==> config.mk <==
export PLATFORM = sky130hd
export DESIGN_NAME = slow_down_counter
export DESIGN_NICKNAME = d
export VERILOG_FILES = /design/src/rtl/slow_down_counter_pkg.sv /design/src/rtl/slow_down_counter.sv
export SDC_FILE = /design/constraint.sdc
export NUM_CORES = 1
export LEC_CHECK = 0
export BUFFER_PORTS_ARGS = -buffer_cell sky130_fd_sc_hd__buf_2
export CORE_AREA = 2 2 39 41
export DETAILED_ROUTE_END_ITERATION = 10
export DIE_AREA = 0 0 41 43
export MAX_ROUTING_LAYER = met4
export PLACE_DENSITY = 0.36
export SETUP_SLACK_MARGIN = 0.2
export SKIP_LAST_GASP = 1
export SYNTH_ARGS = -nofsm -noshare
export SYNTH_HDL_FRONTEND = slang
export SYNTH_SLANG_ARGS = --single-unit
export TNS_END_PERCENT = 1
==> constraint.sdc <==
create_clock -name clk -period 3.63 [get_ports clk]
set_input_delay 0.726 -clock clk [delete_from_list [all_inputs] [get_ports clk]]
set_output_delay 0.726 -clock clk [all_outputs]
set_load 0.005 [all_outputs]
==> src/rtl/slow_down_counter_pkg.sv <==
// Shared defaults for the slow_down_counter decade counter.
package slow_down_counter_pkg;

  localparam int SDC_WIDTH   = 4;
  localparam int SDC_MODULUS = 10;

endpackage : slow_down_counter_pkg

==> src/rtl/slow_down_counter.sv <==
// Enable-gated modulo counter, q runs 0..MODULUS-1 and wraps.
// Optional terminal-count strobe tc exists only when SLOW_DOWN_COUNTER_TC_EN is defined.
module slow_down_counter
  import slow_down_counter_pkg::*;
#(
  parameter int WIDTH   = SDC_WIDTH,
  parameter int MODULUS = SDC_MODULUS
) (
  input  logic             clk,
  input  logic             slowena,
  input  logic             reset,
  output logic [WIDTH-1:0] q
`ifdef SLOW_DOWN_COUNTER_TC_EN
  ,
  output logic             tc
`endif
);

  // The count must fit in q and needs at least two states to be meaningful.
  if (MODULUS < 2 || MODULUS > (1 << WIDTH)) begin : g_bad_params
    $error("slow_down_counter: MODULUS must lie in 2..2**WIDTH");
  end

  localparam logic [WIDTH-1:0] LAST = WIDTH'(MODULUS - 1);

  // NOTE: sequential state uses non-blocking assignments so every flop samples pre-edge values.
  // Using >= rather than == also recovers from any out-of-range value on the next enabled edge.
  always_ff @(posedge clk or negedge reset) begin
    if (!reset) begin
      q <= '0;
    end else if (slowena) begin
      q <= (q >= LAST) ? '0 : q + WIDTH'(1);
    end
  end

`ifdef SLOW_DOWN_COUNTER_TC_EN
  assign tc = slowena & (q == LAST);
`endif

endmodule : slow_down_counter

---- Yosys cells after proc, flatten, opt, wreduce, memory -nomap -nowiden ----
Cells that the tools add are included.
word-level totals
  bits in registers ....................... 4
  latch bits .............................. 0
  RAM bits ................................ 0
  memory bits (read-only) ................. 0
  input port bits ......................... 3
  output and inout bits ................... 4
  memories ................................ 0
cells by class
  add/subtract/negate cells ............... 1
  $mul .................................... 0
  divide/modulo/power cells ............... 0
  magnitude comparators ................... 1
  equality and inequality tests ........... 0
  shift-type cells ........................ 0
  mux-type cells .......................... 1
  bitwise gates (word level) .............. 0
  reductions and logical operators ........ 0
operator list
  kind                 count
  $add 4x1->4 const B  1
  $ge 4x4->1 const B   1
  $mux 4               1

---- Longest topological paths before layout ----
Gate-level depths: netlist of run 1.
  word-level depth ........................ 2
  gate-level depth with buffers ........... 5

---- Least setup slack after synthesis of run 1 ----
Ideal clock, no wire load.
  path kind ............................... register -> register
  start point ............................. reg q[0]
  end point ............................... reg q[1]
  setup time .............................. 0.078 ns
  arrival time ............................ 1.264 ns
  required time ........................... 3.552 ns
  path slack .............................. 2.288 ns
  cell stages (with the launch flop) ...... 6
  path buffers ............................ 0
  path through ............................ dfrtp_1 inv_1 ha_1 or3b_4 a21oi_2 o21bai_1
between the ends
  longest elaborated chain between the ends .. 2
  elaborated cells between the ends (all ways) .. 3
  those cells by class .................... add/sub: 1; order compare: 1; mux: 1
RTL lines
  element                                           line                     source
  from (decl)                                       slow_down_counter.sv:12  output logic [WIDTH-1:0] q
  from (signal assigned)                            slow_down_counter.sv:32  q <= (q >= LAST) ? '0 : q + WIDTH'(1);
  $add 4x1->4 / $ge 4x4->1 (equally long branches)  slow_down_counter.sv:32
  $mux 4 *                                          slow_down_counter.sv:32
Every way passes the cells marked *; elsewhere a longest branch is shown, timed or not.
A chain may end at the register's enable or synchronous reset.

---- Worst setup path after layout of run 1 ----
  start point ............................. reg q[3]
  end point ............................... out q[3]
No word-level cell between the ends.

==> results of run 1 <==
[metal layers]
layer | up-vias | wire length (µm) | track usage, %
li1 | 102 | - | -
met1 | 94 | 243 | 8.41
met2 | 7 | 203 | 9.69
met3 | 0 | 38 | 7.85
met4 | 0 | 0 | 4.00
met5 | - | 0 | -
[cell type report]
type                       count  area share [%]
sequential                     4            32.3
multi-input combinational     16            40.7
timing repair buffer           6            9.68
inverter                       3            3.63
clock buffer                   3            7.26
tap                           16            6.45
[through the flow]
| step | instance area [µm²] | hold slack [ns] | std cells |
|---|---|---|---|
| after global routing | 310 | 0.280 | 48 |
| after floorplan | 243 | 0.430 | 24 |
| final | 310 | 0.290 | 48 |
| after CTS | 310 | 0.288 | 48 |
| after detailed placement | 288 | 0.535 | 45 |
| after global placement | 288 | 0.536 | 45 |
[where the power goes]
part	leakage, nW	internal [mW]	total [mW]	switching [mW]
sequential	0.0501	0.0649	0.0947	0.0298
combinational	0.0870	0.0588	0.109	0.0507
clock	0.0138	0.0369	0.0540	0.0171
total	0.151	0.161	0.258	0.0976
[worst max path at each step]
stage | from | cells after the start | endpoint
after CTS | q[3] | 1 | q[3]
after global routing | q[3] | 1 | q[3]
final | q[3] | 1 | q[3]
after global placement | q[0] | 5 | q[1]
after floorplan | q[0] | 5 | q[1]
after detailed placement | q[0] | 5 | q[1]
[cells in the mapped netlist, drive strengths merged]
master,instances
clkbuf,1
nand2,2
xnor2,1
dfrtp,4
a21oi,1
ha,3
o21bai,1
o21ai,2
inv,3
nor2,1
a31oi,2
or3b,1
a41oi,1
a22o,1
[kinds of logic after synthesis]
kind of cell | count (synthesis)
AOI/OAI and AO/OA | 8
buffers and inverters | 4
xor gates and xnor gates | 1
adders and majority gates | 3
and+or+nand+nor | 4
DFF | 4
[placed cells by master (no fill, tap or decap)]
master	synthesis	layout
nor2_1	1	1
or3b_4	1	1
o21ai_0	2	2
xnor2_1	1	1
inv_1	3	3
a22o_2	1	1
a41oi_1	1	1
clkbuf_4	0	3
a21oi_2	1	1
dfrtp_1	4	4
a31oi_1	2	2
ha_1	3	3
nand2_1	2	2
buf_2	0	6
o21bai_1	1	1
==> metrics.md, run 1 <==
| Metric | Value |
|---|---|
| DRC viols | 0 |
| First-pass GRT wire length | 841 µm |
| Post-CTS Setup Inserts | 0 |
| Vias per inst | 4.23 |
| Post-Synth XOR/XNOR Area | 3.61% |
| Max-slew headroom | 83.5% |
| RSZ-0062 raised after global routing | false |
| Yosys reg bits | 4 |
| Required time worst endpoint | 2.90 ns |
| WP data arrival | 0.87 ns |
| Biggest register | q |
| Worst-skew pair later-pin latency | 0.23 ns |
| Die extent in x | 41 µm |
| WL per Instance | 10.1 µm |
| Syn Inst Count | 24 |
| Fmax | 627 MHz |
| Largest family of logic cells by synthesized area | compound AO/OA/AOI/OAI gates |
| Final design utilization | 22.4% |
| FP Rows | 14 |
| Antenna violation net count after detailed routing | 0 |
| IO buf count | 6 |
| Gr ovfl total | 0 |
| Status | complete, no violations |
| Worst Tran Pin Value | 0.248 ns |
| Synth Warn # | 0 |
| Setup WS post-layout | 2.04 ns |
| Crit path cell chain | buf_2 |
| Yosys top cell by area | dfrtp_1 |
| Via count | 203 |
| Hold_buf cts | 0 |
| Largest net degree at the start of global routing | 8 |
| FF/Latch Area | 100 µm² |
| R2R Setup Slk | 2.22 ns |
| WP buf/inv | 1 |
| DRT Wirelength | 485 µm |
| Ant diodes | 0 |
| Worst Hold Class | input port to async pin |
| R2r worst-path depth | 5 |
| Nets@finish | 40 |
| Final Wtd Congestion | 0.669 |
| Minimum clock period | 1.59 ns |
| Final HPWL DP | 363 µm |
| Crit-path max FO | 7 |
| Final setup viols | 0 |
| Max clock buf depth | 2 |
| Adder-Cell Fraction of Synth Area | 15.5% |
| Core Box Area | 1380 µm² |
| Die H | 43 µm |
| Startpoint types | flip-flop |
| Crit path largest cell delay | 0.47 ns |
| Power Dens Cells | 832 nW/µm² |
| H-tree Lvls | 1 |
| Proportion of layout cells with a drive suffix above 1 | 37.5% |
| Post-Syn Nets | 30 |
| Worst reg2reg endpoint | q[1] |
| Fillers | 152 |
| Compound-gate portion of the synthesized area | 23.7% |
| Crit path max-delay family | flip-flops |
| Area grow syn2layout | 27.8% |
| Worst Setup End Kind | primary output |
| Synth cell types | 14 |
| CP Class | flip-flop to primary output |
| Max Slew Vio Count | 0 |
| Leak | 0.151 nW |
| Die area | 1760 µm² |
| Starting Density | 17.5% |
| Total power | 258 µW |
| Max-cap violations | 0 |
| Sum Neg Setup Slack | 0 ns |
| Final Hold Viols | 0 |
| Vias in the first global route | 200 |
| Post-synth top area share | 41.2% |
| CP max stage cell | dfrtp_1 |
| Layout Skew | 0.00607 ns |
| Resized cells post-CTS | 0 |
| Max IR drop VDD | 227 µV |
| Max FFs per register | 4 |
| GRT Total Usage | 8.04% |
| Pre-antenna DRT Iters | 3 |
| Cell area after synthesis | 243 µm² |
| CTS clk-pin slew, worst paths | 0.04 ns |
| Clk root buf | clkbuf_4 |
| Mux cell area share after synthesis | 0% |
| CTS tree | done |
| Pre-CTS setup slack | 2.22 ns |
| FF-to-FF Start | q[0] |
| Multi-input logic area | 126 µm² |
| Initial DRC count | 6 |
| CTS Buf Count | 3 |
| Mean Syn Cell Area | 10.1 µm² |
| IO Count | 7 |
| Final worst path period share | 43.9% |
| Simple-gate share of the synthesized area | 9.28% |
| Top Registers | q: 4 flops |
| Clock tree sinks | 4 |
| Seq/Total Area, Yosys | 41.2% |
| Synth area leaders | dfrtp_1 (41%), ha_1 (15%), a31oi_1 (5.2%), inv_1 (4.6%), or3b_4 (4.6%) |
| Initial antenna violation count | 0 |
(Power assumes the default switching activity.)
==> inputs of run 2 (changes only) <==
--- a/config.mk
+++ b/config.mk
@@ -5,12 +5,13 @@
 export SDC_FILE = /design/constraint.sdc
 export NUM_CORES = 1
 export LEC_CHECK = 0
+export ABC_AREA = 1
 export BUFFER_PORTS_ARGS = -buffer_cell sky130_fd_sc_hd__buf_2
 export CORE_AREA = 2 2 39 41
 export DETAILED_ROUTE_END_ITERATION = 10
 export DIE_AREA = 0 0 41 43
 export MAX_ROUTING_LAYER = met4
-export PLACE_DENSITY = 0.36
+export PLACE_DENSITY = 0.37
 export SETUP_SLACK_MARGIN = 0.2
 export SKIP_LAST_GASP = 1
 export SYNTH_ARGS = -nofsm -noshare
==> constraint.sdc (replaced) <==
create_clock -name clk -period 1.5 [get_ports clk]
set_input_delay 0.3 -clock clk [delete_from_list [all_inputs] [get_ports clk]]
set_output_delay 0.3 -clock clk [all_outputs]
set_load 0.005 [all_outputs]
==> run 2 against run 1 <==
Against the previous run: register-to-register slack got worse by 1.9 ns; highest routed layer is now met4; largest power group unchanged; wire length increased by 5.4%; final area increased by 7.3%.
==> metrics.md, run 2 <==
| Metric | Value |
|---|---|
| R2R Setup Slk | 0.33 ns (-1.89 ns) |
| Minimum clock period | 1.17 ns |
| Sum Neg Setup Slack | 0 ns (unchanged) |
| Biggest register | q |
| Top Registers | q: 4 flops |
| IO Count | 7 (unchanged) |
| Internal power | 377 µW (+130%) |
| Worst-skew pair later-pin latency | 0.23 ns (about the same) |
| Hold path startpoint | slowena |
| Total power | 634 µW (+150%) |
| Worst Setup End Kind | flip-flop |
| Post-synth top area share | 40.0% (-1.2 points) |
| WP data arrival | 1.29 ns (+0.42 ns) |
| FF-to-FF Start | q[0] |
| Starting Density | 18.1% (+0.54 points) |
| Max IR drop VDD | 405 µV (+78%) |
| Final HPWL DP | 402 µm (+11%) |
| Clk pwr share | 20.9% (about the same) |
| Nets@finish | 50 (+25%) |
| Largest net degree at the start of global routing | 7 (-1) |
| Layout Skew | 0.000878 ns (-0.00519 ns) |
| H-tree Lvls | 1 (unchanged) |
| Final setup viols | 0 (unchanged) |
| Asr flop ratio synth | 100% (unchanged) |
| Area grow syn2layout | 33.0% |
| Min-Delay Endpoint | q[1] |
| Core Box Area | 1380 µm² (unchanged) |
| Seq/Total Area, Yosys | 40.0% (-1.2 points) |
| CP max stage cell | dfrtp_1 |
| Sequential fraction of design power | 37.4% (+0.7 points) |
| Die extent in x | 41 µm (unchanged) |
| Status | complete, no violations |
| Gr ovfl total | 0 (unchanged) |
| Post-synth EDFFs | 0 (unchanged) |
| Initial antenna violation count | 0 (unchanged) |
| Clk root buf | clkbuf_4 |
| Worst Hold Class | input port to flip-flop |
| IO buf count | 6 (unchanged) |
| Via count | 228 (+12%) |
| FP Rows | 14 (unchanged) |
| Power Dens Cells | 1910 nW/µm² (+130%) |
| Antenna violation net count after detailed routing | 0 (unchanged) |
| Yosys reg bits | 4 (unchanged) |
| Ys flop type | dfrtp_1 |
| Max-slew headroom | 84.8% (+1.3 points) |
| Crit-path max FO | 6 (-1) |
| Max clock buf depth | 2 (unchanged) |
| Ant diodes | 0 (unchanged) |
| Final worst path period share | 77.7% |
| CTS Buf Count | 3 (unchanged) |
| Proportion of layout cells with a drive suffix above 1 | 26.2% (-11 points) |
| Hold depth | 3 |
| Count leader, synth | nand2_1 |
| Mean Syn Cell Area | 7.82 µm² (-23%) |
| Worst reg2reg endpoint | q[3] |
| Synth Warn # | 0 (unchanged) |
| Most frequent cells in the layout | nand2_1 (11), buf_2 (6), inv_1 (4), nor2_1 (4), dfrtp_1 (4) |
| Max FFs per register | 4 (unchanged) |
| Final Wtd Congestion | 0.694 (+3.6%) |
| Switch share | 40.5% (+2.8 points) |
| R2r worst-path depth | 6 (+1) |
| Commonest cells post-synth | nand2_1 (11), dfrtp_1 (4), inv_1 (4), nor2_1 (4) |
| Sw power | 257 µW (+160%) |
| Yosys top cell by area | dfrtp_1 |
| RSZ-0062 raised after global routing | false |
| Fmax | 858 MHz |
| Post-CTS Setup Inserts | 0 (unchanged) |
| Resized cells post-CTS | 0 (unchanged) |
| Vias per inst | 3.93 (-7.0%) |
| Max-cap violations | 0 (unchanged) |
| Die area | 1760 µm² (unchanged) |
| Cell area after synthesis | 250 µm² (+3.1%) |
| DRT Wirelength | 511 µm (+5.4%) |
| Max Slew Vio Count | 0 (unchanged) |
| CP Class | flip-flop to flip-flop |
| Vias in the first global route | 174 (-13%) |
| Post-Syn Nets | 38 (+27%) |
| Synth area leaders | dfrtp_1 (40%), nand2_1 (17%), ha_1 (15%), nand3_1 (6.0%), inv_1 (6.0%) |
| Pre-antenna DRT Iters | 2 (-1) |
| First-pass GRT wire length | 717 µm (-15%) |
| Pre-CTS setup slack | 0.324 ns (-1.90 ns) |
| DRC viols | 0 (unchanged) |
| Clock tree sinks | 4 (unchanged) |
| CTS clk-pin slew, worst paths | 0.04 ns (about the same) |
| Synth cell types | 9 (-5) |
| Hold_buf cts | 1 (+1) |
| Worst Tran Pin Value | 0.228 ns (-0.0198 ns) |
| Required time worst endpoint | 1.62 ns (-1.28 ns) |
| Syn Inst Count | 32 (+33%) |
| Final Hold Viols | 0 (unchanged) |
| Startpoint types | flip-flop |
| WL per Instance | 8.81 µm (-13%) |
| Crit path largest cell delay | 0.45 ns (-0.02 ns) |
| Combinational share of power | 41.7% (-0.7 points) |
| Crit path cell chain | inv_1 -> ha_1 -> nand2_1 -> nand2_1 -> nor2_1 -> nor2_1 |
| Leak | 0.184 nW (+22%) |
| Setup WS post-layout | 0.334 ns (-1.70 ns) |
| Die H | 43 µm (unchanged) |
| CTS tree | done |
| Most common cell after layout, fill and taps aside | nand2_1 |
| Initial DRC count | 2 (-4) |
| GRT Total Usage | 6.83% (-1.2 points) |
run 2: changes by cell type in the layout (fill, tap and decap cells not counted), sizes merged, moves of 2 or more:
| cell | before | now |
|---|---|---|
| a31oi | 2 | 0 |
| nand2 | 2 | 12 |
| nor2 | 1 | 4 |
| nand3 | 0 | 3 |
| o21ai | 2 | 0 |
run 2: per-stage QoR:
step	area, µm²	std cells	hold WS [ns]	utilization, %
after floorplan	250	32	0.00441	-
after global placement	300	54	0.110	21.7
after detailed placement	300	54	0.108	21.7
after CTS	333	58	0.387	24.1
after global routing	333	58	0.397	24.1
final	333	58	0.382	24.1
run 2: metal layers:
metal / wire [µm] / track usage [%] / part of all wire [%]
met1: 230 / 7.19 / 45
met2: 241 / 9.06 / 47
met3: 28 / 3.14 / 5.5
met5: 0 / - / 0
met4: 11 / 6.00 / 2.2
run 2: power groups by stage:
| stage | combinational (mW) | clock (mW) | sequential, mW |
|---|---|---|---|
| 3_3_place_gp | 0.269 | 0 | 0.249 |
| 3_5_place_dp | 0.269 | 0 | 0.243 |
| 5_1_grt | 0.302 | 0.145 | 0.251 |
| 6_report | 0.265 | 0.133 | 0.237 |
| 2_1_floorplan | 0.174 | 0 | 0.228 |
| 4_1_cts | 0.272 | 0.136 | 0.243 |
run 2: worst max-delay path by stage:
stage | from | endpoint | slack, ns | cells after the start
floorplan | q[0] | q[3] | 0.43 | 6
global placement | q[1] | q[1] | 0.32 | 7
detailed placement | q[0] | q[3] | 0.32 | 6
CTS | q[0] | q[3] | 0.32 | 6
global route | q[1] | q[3] | 0.23 | 7
finish | q[0] | q[3] | 0.33 | 6
run 2: logic make-up after synthesis:
logic type                 count (synthesis)  share of synthesized area [%]
AOI/OAI and AO/OA                          1                           4.50
adders and majority gates                  3                           15.0
DFF                                        4                           40.0
xor gates and xnor gates                   1                           3.50
and+or+nand+nor                           19                           31.0
buffers and inverters                      4                           6.00
run 2: area by class of cell:
class | count | area, µm²
well taps | 16 | 20.0
fillers | 160 | 1050
repair buffers | 7 | 40.0
inverters | 4 | 15.0
flip-flops and latches | 4 | 100
clock buffers | 3 | 22.5
multi-input cells | 24 | 135
run 2: critical path, delay by kind of cell (launching register included):
| kind | cells | cell delay [ns] |
|---|---|---|
| flip-flops | 1 | 0.45 |
| AND/OR/NAND/NOR | 4 | 0.31 |
| adder cells (fa/ha/maj) | 1 | 0.20 |
| buffers and inverters | 1 | 0.09 |
==> inputs of run 3 (changes only) <==
--- a/config.mk
+++ b/config.mk
@@ -5,13 +5,13 @@
 export SDC_FILE = /design/constraint.sdc
 export NUM_CORES = 1
 export LEC_CHECK = 0
-export ABC_AREA = 1
+export ABC_AREA = 0
 export BUFFER_PORTS_ARGS = -buffer_cell sky130_fd_sc_hd__buf_2
 export CORE_AREA = 2 2 39 41
 export DETAILED_ROUTE_END_ITERATION = 10
 export DIE_AREA = 0 0 41 43
 export MAX_ROUTING_LAYER = met4
-export PLACE_DENSITY = 0.37
+export PLACE_DENSITY = 0.36
 export SETUP_SLACK_MARGIN = 0.2
 export SKIP_LAST_GASP = 1
 export SYNTH_ARGS = -nofsm -noshare
==> constraint.sdc (replaced) <==
create_clock -name clk -period 1.21 [get_ports clk]
set_input_delay 0.242 -clock clk [delete_from_list [all_inputs] [get_ports clk]]
set_output_delay 0.242 -clock clk [all_outputs]
set_load 0.005 [all_outputs]
==> run 3 against run 2 <==
Against the previous run: the run now ends with negative setup slack left; first-iteration DRC count grew 100%; register-to-register slack lost 0.42 ns; final area grew 9.8%; via count shrank 4.4%; utilization grew 2.4 points; sequential power grew 8%; final cell count shrank 8.6%; critical path type unchanged.
==> metrics.md, run 3 (synthesis gave the netlist of run 1 again) <==
| Metric | Value |
|---|---|
| Status | finished with violations |
| Failing checks | negative setup slack |
| CTS Buf Count | 3 (unchanged) |
| CP Class | flip-flop to flip-flop |
| Die H | 43 µm (unchanged) |
| RSZ-0062 raised after global routing | true |
| Final design utilization | 26.4% (+2.4 points) |
| Sequential fraction of design power | 27.7% (-9.7 points) |
| Worst Tran Pin Value | 0.254 ns (+0.0256 ns) |
| WL per Instance | 10.6 µm (+20%) |
| Die area | 1760 µm² (unchanged) |
| IO Count | 7 (unchanged) |
| Total power | 927 µW (+46%) |
| Minimum clock period | 1.30 ns (+0.134 ns) |
| Crit-path max FO | 3 (-3) |
| Core Box Area | 1380 µm² (unchanged) |
| Switch share | 37.0% (-3.5 points) |
| Largest net degree at the start of global routing | 8 (+1) |
| Final setup viols | 3 (+3) |
| Max IR drop VDD | 815 µV (+100%) |
| H-tree Lvls | 1 (unchanged) |
| Pre-antenna DRT Iters | 2 (unchanged) |
| Initial antenna violation count | 0 (unchanged) |
| Initial DRC count | 4 (+2) |
| Gr ovfl total | 0 (unchanged) |
| Sum Neg Setup Slack | -0.170 ns (-0.170 ns) |
| Starting Density | 17.5% (-0.54 points) |
| Vias per inst | 4.11 (+4.6%) |
| Max clock buf depth | 2 (unchanged) |
| DP Cell Count | 48 (-11%) |
| Max Slew Vio Count | 0 (unchanged) |
| Clock tree sinks | 4 (unchanged) |
| Clk root buf | clkbuf_4 |
| Fmax | 770 MHz (-10%) |
| FF/Latch Area | 100 µm² (unchanged) |
| Combinational share of power | 54.1% (+12 points) |
| Max-slew headroom | 83.1% (-1.7 points) |
| WP data arrival | 1.45 ns (+0.16 ns) |
| Setup WS post-layout | -0.0893 ns (-0.424 ns) |
| Vias in the first global route | 224 (+29%) |
| IO buf count | 6 (unchanged) |
| Internal power | 584 µW (+55%) |
| Final worst path period share | 107% (+30 points) |
| Startpoint types | flip-flop |
| Finished Layout Cells | 53 (-8.6%) |
| Final Hold Viols | 0 (unchanged) |
| DRC viols | 0 (unchanged) |
| Die extent in x | 41 µm (unchanged) |
| Multi-input logic area | 141 µm² (+4.6%) |
| Antenna violation net count after detailed routing | 0 (unchanged) |
| FP Rows | 14 (unchanged) |
| Top Registers | q: 4 flops |
| Power Dens Cells | 2540 nW/µm² (+33%) |
| Layout Skew | 0.00869 ns (+0.00781 ns) |
| Final HPWL DP | 431 µm (+7.3%) |
| Sw power | 343 µW (+33%) |
| Most common cell after layout, fill and taps aside | buf_2 |
| Ant diodes | 0 (unchanged) |
| Proportion of layout cells with a drive suffix above 1 | 54.1% (+28 points) |
| Max FFs per register | 4 (unchanged) |
| Clk pwr share | 18.3% (-2.6 points) |
| First-pass GRT wire length | 1010 µm (+40%) |
| Area grow syn2layout | 50.5% |
| Fillers | 169 (+5.6%) |
| DRT Wirelength | 560 µm (+9.6%) |
| Final Wtd Congestion | 0.698 (+0.59%) |
| CTS tree | done |
| Worst Setup End Kind | flip-flop |
| Worst-skew pair later-pin latency | 0.24 ns (about the same) |
| Leak | 0.172 nW (-6.8%) |
| Final Cell Area | 365 µm² (+9.8%) |
| Worst Hold Class | input port to flip-flop |
| Via count | 218 (-4.4%) |
| CTS clk-pin slew, worst paths | 0.03 ns (about the same) |
| Pre-CTS setup slack | -0.137 ns (-0.460 ns) |
| WHS | 0.284 ns (-0.0986 ns) |
| Required time worst endpoint | 1.37 ns (-0.25 ns) |
| GRT Total Usage | 9.39% (+2.6 points) |
| Placed cell area | 313 µm² (+4.2%) |
| Max-cap violations | 0 (unchanged) |
| Nets@finish | 45 (-10%) |
| Biggest register | q |
| Most frequent cells in the layout | buf_2 (6), buf_4 (4), dfrtp_1 (4) |
-- run 3: cell count changes in the layout (fill, tap and decap cells not counted), moves of 2 or more --
cell,previous run,this run
ha_1,3,1
nand3_1,3,0
a31oi_1,0,2
o21ai_0,0,2
nor2_1,4,1
buf_4,0,4
nand2_1,11,2
inv_1,4,1
inv_2,0,2
-- run 3: final timing paths --
kind | startpoint | end | slack, ns | depth (start not counted)
setup / recovery | q[0] | q[1] | -0.09 | 5
hold / removal | slowena | q[1] | 0.28 | 2
setup reg to reg | q[0] | q[1] | -0.09 | 5
hold reg to reg | q[1] | q[1] | 0.58 | 2
max in group asynchronous | reset | q[1] | 0.74 | 2
min in group asynchronous | reset | q[3] | 0.34 | 2
-- run 3: critical path, stage by stage, from the launching register on --
cell	delay, ns
dfrtp_1	0.40
inv_2	0.09
ha_4	0.12
or3b_4	0.39
a21oi_2	0.11
o21bai_1	0.11
-- run 3: power by group through the flow --
stage | clock, mW | sequential (mW) | combinational (mW)
3_5_place_dp | 0 | 0.249 | 0.449
4_1_cts | 0.177 | 0.257 | 0.513
3_3_place_gp | 0 | 0.252 | 0.438
5_1_grt | 0.184 | 0.264 | 0.568
2_1_floorplan | 0 | 0.275 | 0.232
6_report | 0.169 | 0.256 | 0.501
-- run 3: what timing repair did --
item / 4_1_cts / 5_1_grt
hold endpoints to repair: 4 / 0
gates resized for setup: 4 / 0
pin swaps: 1 / 1
setup buffers: 1 / 0
setup endpoints to repair: 8 / 8
hold buffers: 1 / 0
-- run 3: area by class of cell --
cell class                      count  share of cell area (%)
Inverter                            3                    3.08
Clock buffer                        3                    6.16
Sequential cell                     4                    27.4
Multi-Input combinational cell     16                    38.7
Tap cell                           16                    5.48
Timing Repair Buffer               11                    19.2
-- run 3: per-layer routing --
layer  global-route usage (%)  vias up  part of all wire [%]
li1                         -      109                     -
met2                     11.6        8                    48
met5                        -        -                     0
met4                     2.00        0                     0
met3                     7.85        0                   8.2
met1                     11.7      101                    44
